--- config.mk ---
export PLATFORM = sky130hd
export DESIGN_NAME = motor_laser_sequencer
export DESIGN_NICKNAME = d
export VERILOG_FILES = /design/src/rtl/motor_laser_sequencer.sv
export SDC_FILE = /design/constraint.sdc
export NUM_CORES = 1
export LEC_CHECK = 0
export ABC_AREA = 0
export CAP_MARGIN = 20
export CORE_ASPECT_RATIO = 0.75
export CORE_MARGIN = 2
export CORE_UTILIZATION = 45
export CTS_CLUSTER_SIZE = 14
export DETAILED_ROUTE_END_ITERATION = 12
export DONT_BUFFER_PORTS = 1
export GPL_TIMING_DRIVEN = 0
export PLACE_DENSITY = 0.63
export SLEW_MARGIN = 0
export SYNTH_ARGS = -nofsm -noshare
export SYNTH_HDL_FRONTEND = slang
export SYNTH_SLANG_ARGS = --single-unit
--- constraint.sdc ---
create_clock -name clk -period 2.4 [get_ports clk]
set_input_delay 0.36 -clock clk [delete_from_list [all_inputs] [get_ports clk]]
set_output_delay 0.36 -clock clk [all_outputs]
set_load 0.03 [all_outputs]
--- src/rtl/motor_laser_sequencer.sv ---
// Gates the motor enable on a synchronized, debounced laser beam. The FSM covers arm, run, hold and latched-fault.
// Outputs decode the state register directly. A laser_sig step reaches laser_ok DEB_CYCLES+2 edges after it is first sampled.
module motor_laser_sequencer #(
  parameter int DEB_CYCLES  = 16,
  parameter int ARM_TIMEOUT = 1000000,
  parameter int HOLD_CYCLES = 256,
  parameter int CNT_W       = 24
) (
  input  logic       clk,
  input  logic       rstn,
  input  logic       laser_sig,
  input  logic       start,
  input  logic       stop,
  input  logic       fault_clr,
  output logic       motor_en,
  output logic       busy,
  output logic       fault,
  output logic [1:0] fault_code,
  output logic [2:0] state_o
);
  localparam int               DEB_W     = (DEB_CYCLES > 1) ? $clog2(DEB_CYCLES) : 1;
  localparam logic [DEB_W-1:0] DEB_LAST  = DEB_W'(DEB_CYCLES - 1);
  localparam logic [CNT_W-1:0] ARM_LAST  = CNT_W'(ARM_TIMEOUT - 1);
  localparam logic [CNT_W-1:0] HOLD_LAST = CNT_W'(HOLD_CYCLES - 1);

  typedef enum logic [2:0] {
    IDLE  = 3'd0,
    ARM   = 3'd1,
    RUN   = 3'd2,
    HOLD  = 3'd3,
    FAULT = 3'd4
  } state_t;

  state_t           state;
  logic [1:0]       sync_q;
  logic             laser_s;
  logic             laser_ok;
  logic [DEB_W-1:0] deb_cnt;
  logic [CNT_W-1:0] timer;

  assign laser_s = sync_q[1];

  // laser_ok only flips after DEB_CYCLES consecutive disagreeing samples
  always_ff @(posedge clk) begin
    if (!rstn) begin
      sync_q   <= 2'b00;
      laser_ok <= 1'b0;
      deb_cnt  <= '0;
    end else begin
      sync_q <= {sync_q[0], laser_sig};
      if (laser_s == laser_ok) begin
        deb_cnt <= '0;
      end else if (deb_cnt == DEB_LAST) begin
        laser_ok <= ~laser_ok;
        deb_cnt  <= '0;
      end else begin
        deb_cnt <= deb_cnt + 1'b1;
      end
    end
  end

  always_ff @(posedge clk) begin
    if (!rstn) begin
      state      <= IDLE;
      timer      <= '0;
      fault_code <= 2'd0;
    end else begin
      case (state)
        IDLE: begin
          if (start && !stop) begin
            state <= ARM;
            timer <= '0;
          end
        end
        ARM: begin
          if (stop) begin
            state <= IDLE;
            timer <= '0;
          end else if (timer == ARM_LAST) begin
            state      <= FAULT;
            timer      <= '0;
            fault_code <= 2'd1;
          end else if (laser_ok) begin
            state <= RUN;
            timer <= '0;
          end else begin
            timer <= timer + 1'b1;
          end
        end
        RUN: begin
          if (stop) begin
            state <= IDLE;
            timer <= '0;
          end else if (!laser_ok) begin
            state <= HOLD;
            timer <= '0;
          end
        end
        HOLD: begin
          if (stop) begin
            state <= IDLE;
            timer <= '0;
          end else if (timer == HOLD_LAST) begin
            state      <= FAULT;
            timer      <= '0;
            fault_code <= 2'd2;
          end else if (laser_ok) begin
            state <= RUN;
            timer <= '0;
          end else begin
            timer <= timer + 1'b1;
          end
        end
        FAULT: begin
          // stop is deliberately ignored here: only an explicit acknowledge leaves FAULT
          if (fault_clr) begin
            state      <= IDLE;
            timer      <= '0;
            fault_code <= 2'd0;
          end
        end
        default: begin
          state <= IDLE;
          timer <= '0;
        end
      endcase
    end
  end

  assign motor_en = (state == RUN);
  assign busy     = (state == ARM) || (state == RUN) || (state == HOLD);
  assign fault    = (state == FAULT);
  assign state_o  = state;

endmodule

## After elaboration in Yosys (flattened, before gate mapping)

Index checks and enable logic that the tools add are counted.

| operators by class | value |
|---|---|
| order comparisons | 0 |
| shift operators | 0 |
| multiplexer cells | 26 |
| reduce and logical (&&, ||, !) cells | 10 |
| multipliers | 0 |
| div/mod/pow operators | 0 |
| equality and inequality tests | 15 |
| add/subtract/negate cells | 2 |
| bitwise gates (word level) | 3 |

Operators with widths:

| cell | number |
|---|---|
| 24-bit two-way mux | 9 |
| 24-bit one-hot mux with 5 select lines | 1 |
| 3-bit two-way mux | 9 |
| 24-bit by 1-bit adder with 24-bit output (second input constant) | 1 |
| 24-bit by 20-bit equality test with 1-bit output (second input constant) | 1 |
| 24-bit by 8-bit equality test with 1-bit output (second input constant) | 1 |
| 3-bit one-hot mux with 5 select lines | 1 |
| 2-bit inequality test (second input constant) | 6 |
| 2-bit two-way mux | 5 |
| 3-bit by 2-bit equality test with 1-bit output (second input constant) | 2 |
| 2-bit one-hot mux with 3 select lines | 1 |
| 6-bit AND reduction | 1 |
| 4-bit by 1-bit adder with 4-bit output (second input constant) | 1 |
| 4-bit equality test (second input constant) | 1 |
| 3-bit by 1-bit equality test with 1-bit output (second input constant) | 1 |
| 3-bit equality test (second input constant) | 1 |
| 3-bit logical NOT | 1 |
| 3-bit inequality test (second input constant) | 1 |
| 1-bit inverter | 3 |
| 3-bit AND reduction | 1 |
| 3-bit nonzero test | 1 |
| 3-bit OR reduction | 1 |
| 1-bit logical OR | 2 |
| 2-bit AND reduction | 1 |
| 3 further kinds | 3 |

| storage, ports and cells | value |
|---|---|
| memories kept | 0 |
| word-level logic and storage cells | 62 |
| RAM bits | 0 |
| register bits | 36 |
| output and inout bits | 8 |
| ROM bits | 0 |
| latch bits | 0 |
| input bits | 6 |

## Longest topological paths before layout

Gate-level depths: netlist (run 1).

| depth | value |
|---|---|
| depth in word-level cells | 5 |
| gate-level depth with buffers | 8 |
| depth with buffers taken out | 6 |

## Worst setup path after synthesis (run 1)

OpenSTA, ideal clock, no wires.

| timing | value |
|---|---|
| path kind | register to register |
| start | reg state[1], in the netlist state_o[1] |
| end | reg timer[13] |
| period minus slack after synthesis | 2.082 ns |
| setup time | 0.064 ns |
| path buffers | 2 |
| setup slack | 0.318 ns |
| arrival | 2.018 ns |
| required time | 2.336 ns |
| stages on the path, launching flop included | 8 |
| cells stage by stage | dfxtp_1 > nor3b_2 > a32oi_4 > nor2b_2 > buf_6 > a21oi_4 > buf_6 > nor2_1 |

| on the way | value |
|---|---|
| longest elaborated chain between the ends | 3 |
| elaborated cells between the ends (all ways) | 10 |
| classes of those cells | 7 x eq/ne; 1 x mux; 2 x reduce/logical |

Ends and longest elaborated chain:

| item | line | RTL |
|---|---|---|
| from (decl) | 34 | `state_t state;` |
| from (signal assigned) | 64 | `state <= IDLE;` |
| from (signal assigned) | 71 | `state <= ARM;` |
| from (signal assigned) | 77 | `state <= IDLE;` |
| 3-bit by 2-bit equality test with 1-bit output (*) | - |  |
| named net motor_en | 15 | `output logic motor_en,` |
| 3-bit inequality test (no source line) | - |  |
| 3-bit AND reduction (no source line) | - |  |
| to (signal assigned) | 87 | `timer <= timer + 1'b1;` |
| to (signal assigned) | 111 | `timer <= timer + 1'b1;` |
| to (decl) | 39 | `logic [CNT_W-1:0] timer;` |

The timed path passes the listed nets; every way through them passes the cells marked *.
A chain may end at the register's enable or synchronous reset.

## Final worst setup path (run 1)

| timing | value |
|---|---|
| start | reg state[1], in the netlist state_o[1] |
| end | reg timer[23] |

The elaborated chain is that of the path after synthesis.

==> results of run 1 <==
-- final cells by class --
cell class | instances | area share [%]
Clock inverter | 1 | 0.253
Multi-Input combinational cell | 157 | 51.6
Clock buffer | 6 | 3.67
Tap cell | 55 | 3.48
Sequential cell | 36 | 36.4
Inverter | 6 | 1.14
Buffer | 8 | 3.48
-- synth_stat cells, drive strengths merged, types with 3 or more instances --
cell,count,share of area [%]
nand4,15,5.1
nand3,15,4.1
a21oi,3,1.4
xor2,20,9.6
and2,5,1.7
nor3,4,1.4
nor2b,3,1.2
a31oi,3,1.0
and3,5,1.7
dfxtp,36,39
nor4,5,1.7
o21ai,5,1.6
buf,7,3.6
inv,6,1.2
nand2,19,4.0
nor2,27,5.5
-- layout by cell type (no fill, tap or decap), types with 3 or more instances in the layout --
master,synthesis,layout
a31oi_1,3,3
and2_1,5,5
and3_1,5,5
buf_6,4,4
clkbuf_8,0,5
dfxtp_1,36,36
inv_1,6,6
nand2_1,18,18
nand3_1,15,15
nand4_1,15,15
nor2_1,27,27
nor3_1,3,3
nor4_1,5,5
o21ai_0,4,4
xor2_1,20,20
-- through the flow --
stage / util [%] / hold WS (ns) / power (mW) / area, um^2 / std cells
after floorplan: - / 0.412 / 0.673 / 1830 / 207
after global placement: 47.6 / 0.416 / 0.688 / 1900 / 262
after detailed placement: 47.6 / 0.422 / 0.688 / 1900 / 262
after CTS: 49.6 / 0.193 / 1.10 / 1970 / 269
after global routing: 49.7 / 0.196 / 1.13 / 1980 / 269
final: 49.7 / 0.202 / 1.08 / 1980 / 269
-- worst max-delay path, cell delays in order, from the launching register on --
cell     delay, ns
dfxtp_1       0.66
nor3b_4       0.55
a32oi_4       0.27
nor2b_2       0.17
buf_6         0.15
a21oi_4       0.06
buf_6         0.16
nor2_1        0.10
-- routing by layer --
layer	up-vias	routed length, um	global-route usage (%)
met5	-	0	0
met4	0	74	9.95
met3	7	204	5.79
met2	31	1420	24.1
met1	694	1950	25.5
li1	759	-	-
-- registers in the layout, summed over array words and instances, names as in the netlist --
register	flops
deb_cnt	4
fault_code	2
laser_ok	1
state_o	3
sync_q	2
timer	24
-- path summary, 6_finish.rpt --
path / slack (ns) / endpoint / startpoint
max reg2reg: 0.21 / timer[23] / state_o[1]
max: 0.21 / timer[23] / state_o[1]
min reg2reg: 0.44 / sync_q[1] / sync_q[0]
min: 0.20 / sync_q[0] / laser_sig
-- power by group through the flow --
stage	Clock [mW]	Combinational, mW	Sequential, mW
floorplan	0	0.0521	0.621
CTS	0.422	0.0657	0.608
global route	0.448	0.0722	0.609
global placement	0	0.0657	0.622
finish	0.410	0.0653	0.609
detailed placement	0	0.0656	0.622
-- logic make-up after synthesis --
group | share of synthesized area [%]
buffers and inverters | 5.00
AO/OA/AOI/OAI | 10.8
adder cells (fa/ha/maj) | 1.37
XOR/XNOR | 10.1
AND/OR/NAND/NOR | 32.3
flip-flops | 39.5
multiplexers | 1.10
==> flow_summary_export.csv, run 1 <==
group,metric,value,unit
status,status,"completed",
route,routedWlPerCell,13.6,um
placed_design,dp_hpwl,2640,um
timing,finalWorstSetupSlack,0.211,ns
pwr,switching_share,24.1,%
yosys,synth.distinct_cells,46,
pwr,p_sw,0.262,mW
route,vias,1491,
timing,timing.setup.tns,0,ns
clock_network,cts_resized,0,
placed_design,routabilityCongestion,0.819,
clock_network,insertion_delay,0.29,ns
floorplan,fp.dieH,59.2,um
placed_design,dp_slack,0.0206,ns
worst_setup_path,crit_type,"reg2reg",
timing,relSlewSlack,35.3,%
global_routing,grt_pass1_vias,1338,
yosys,synthFlopType,"dfxtp_1",
pwr,seqPwrFrac,56.2,%
clock_network,holdBufCountCts,0,
yosys,synth-warning-count,0,
yosys,synth_fp_nets,215,
timing,fin_skew,0.00471,ns
clock_network,cts_buffers,5,
global_routing,track_usage,18.0,%
final_layout,multiInputGateArea,1020,um^2
yosys,yosysSeqAreaShare,39.5,%
global_routing,antenna_found_initial,0,
floorplan,core_area,3980,um^2
clock_network,clk_pin_slew,0.07,ns
worst_setup_path,crit_path_end_kind,"flip-flop",
pwr,p_int,0.823,mW
timing,setup_viol,0,
clock_network,post_cts_buffers,0,
worst_setup_path,required,2.63,ns
floorplan,initial_core_util,45.9,%
final_layout,regArea,721,um^2
pwr,vdd_ir_drop_max,0.268,mV
route,drtIter0Drc,87,
clock_network,numClockSinks,36,
clock_network,cts_buffer_depth,2,
route,dr.pass1.iters,4,
floorplan,io_pins,14,
yosys,syn-instance-count,207,
clock_network,cts_tree,"yes",
worst_hold_path,worstHoldPathType,"in2reg",
final_layout,nFillCells,382,
final_layout,fin_nets,222,
yosys,synth_seq_cells,36,
worst_hold_path,hold_depth,1,
clock_network,clockRootBuffer,"clkbuf_8",
clock_network,htreeDepth,2,
timing,timing.final.crit_period,2.19,ns
floorplan,die_x,77.6,um
pwr,comb_power_share,6.0,%
timing,finalHoldViolCount,0,
timing,fmax,457,MHz
flow_run,drv_cap,0,
timing,rsz0062_at_grt,"no",
pwr,p_per_area,548,nW/um^2
yosys,synth_edf_count,0,
final_layout,num_antenna_cells,0,
timing,worst_pin_slew,0.961,ns
global_routing,grt_start_max_net_pins,11,
floorplan,die_area,4590,um^2
final_layout,syn2layout_area_growth,8.36,%
pwr,p_leak,0.705,nW
route,routed_wl,3660,um
worst_setup_path,path_max_fanout,10,
worst_setup_path,ff2ff_path_depth,7,
worst_setup_path,start_kind,"flip-flop",
timing,drv_slew,0,
route,via_per_inst,5.54,
global_routing,grt-ovfl-total,0,
route,drc,0,
route,ant_nets,0,
worst_setup_path,cp.arrival,2.42,ns
timing,min_period_over_period,91.2,%
pwr,clkPwrFrac,37.8,%
yosys,async_reset_ff_share,0,%
floorplan,rows,20,
global_routing,grt_pass1_wl,6300,um
yosys,synth_area,1830,um^2
placed_design,io_buffers,0,
yosys,syn_area_per_cell,8.82,um^2
final_layout,drive_above_1_share,9.81,%
Power figures use the tool's default switching activity.
==> inputs of run 2 (changes only) <==
SLEW_MARGIN = 20   (was 0)
TNS_END_PERCENT = 100   (was default)
==> results of run 2 <==
Final layout, timing and power as in run 1 (identical DEF).
==> inputs of run 3 (changes only) <==
CTS_CLUSTER_DIAMETER = 40   (was default)
==> results of run 3 <==
Final layout, timing and power as in run 1 (identical DEF).
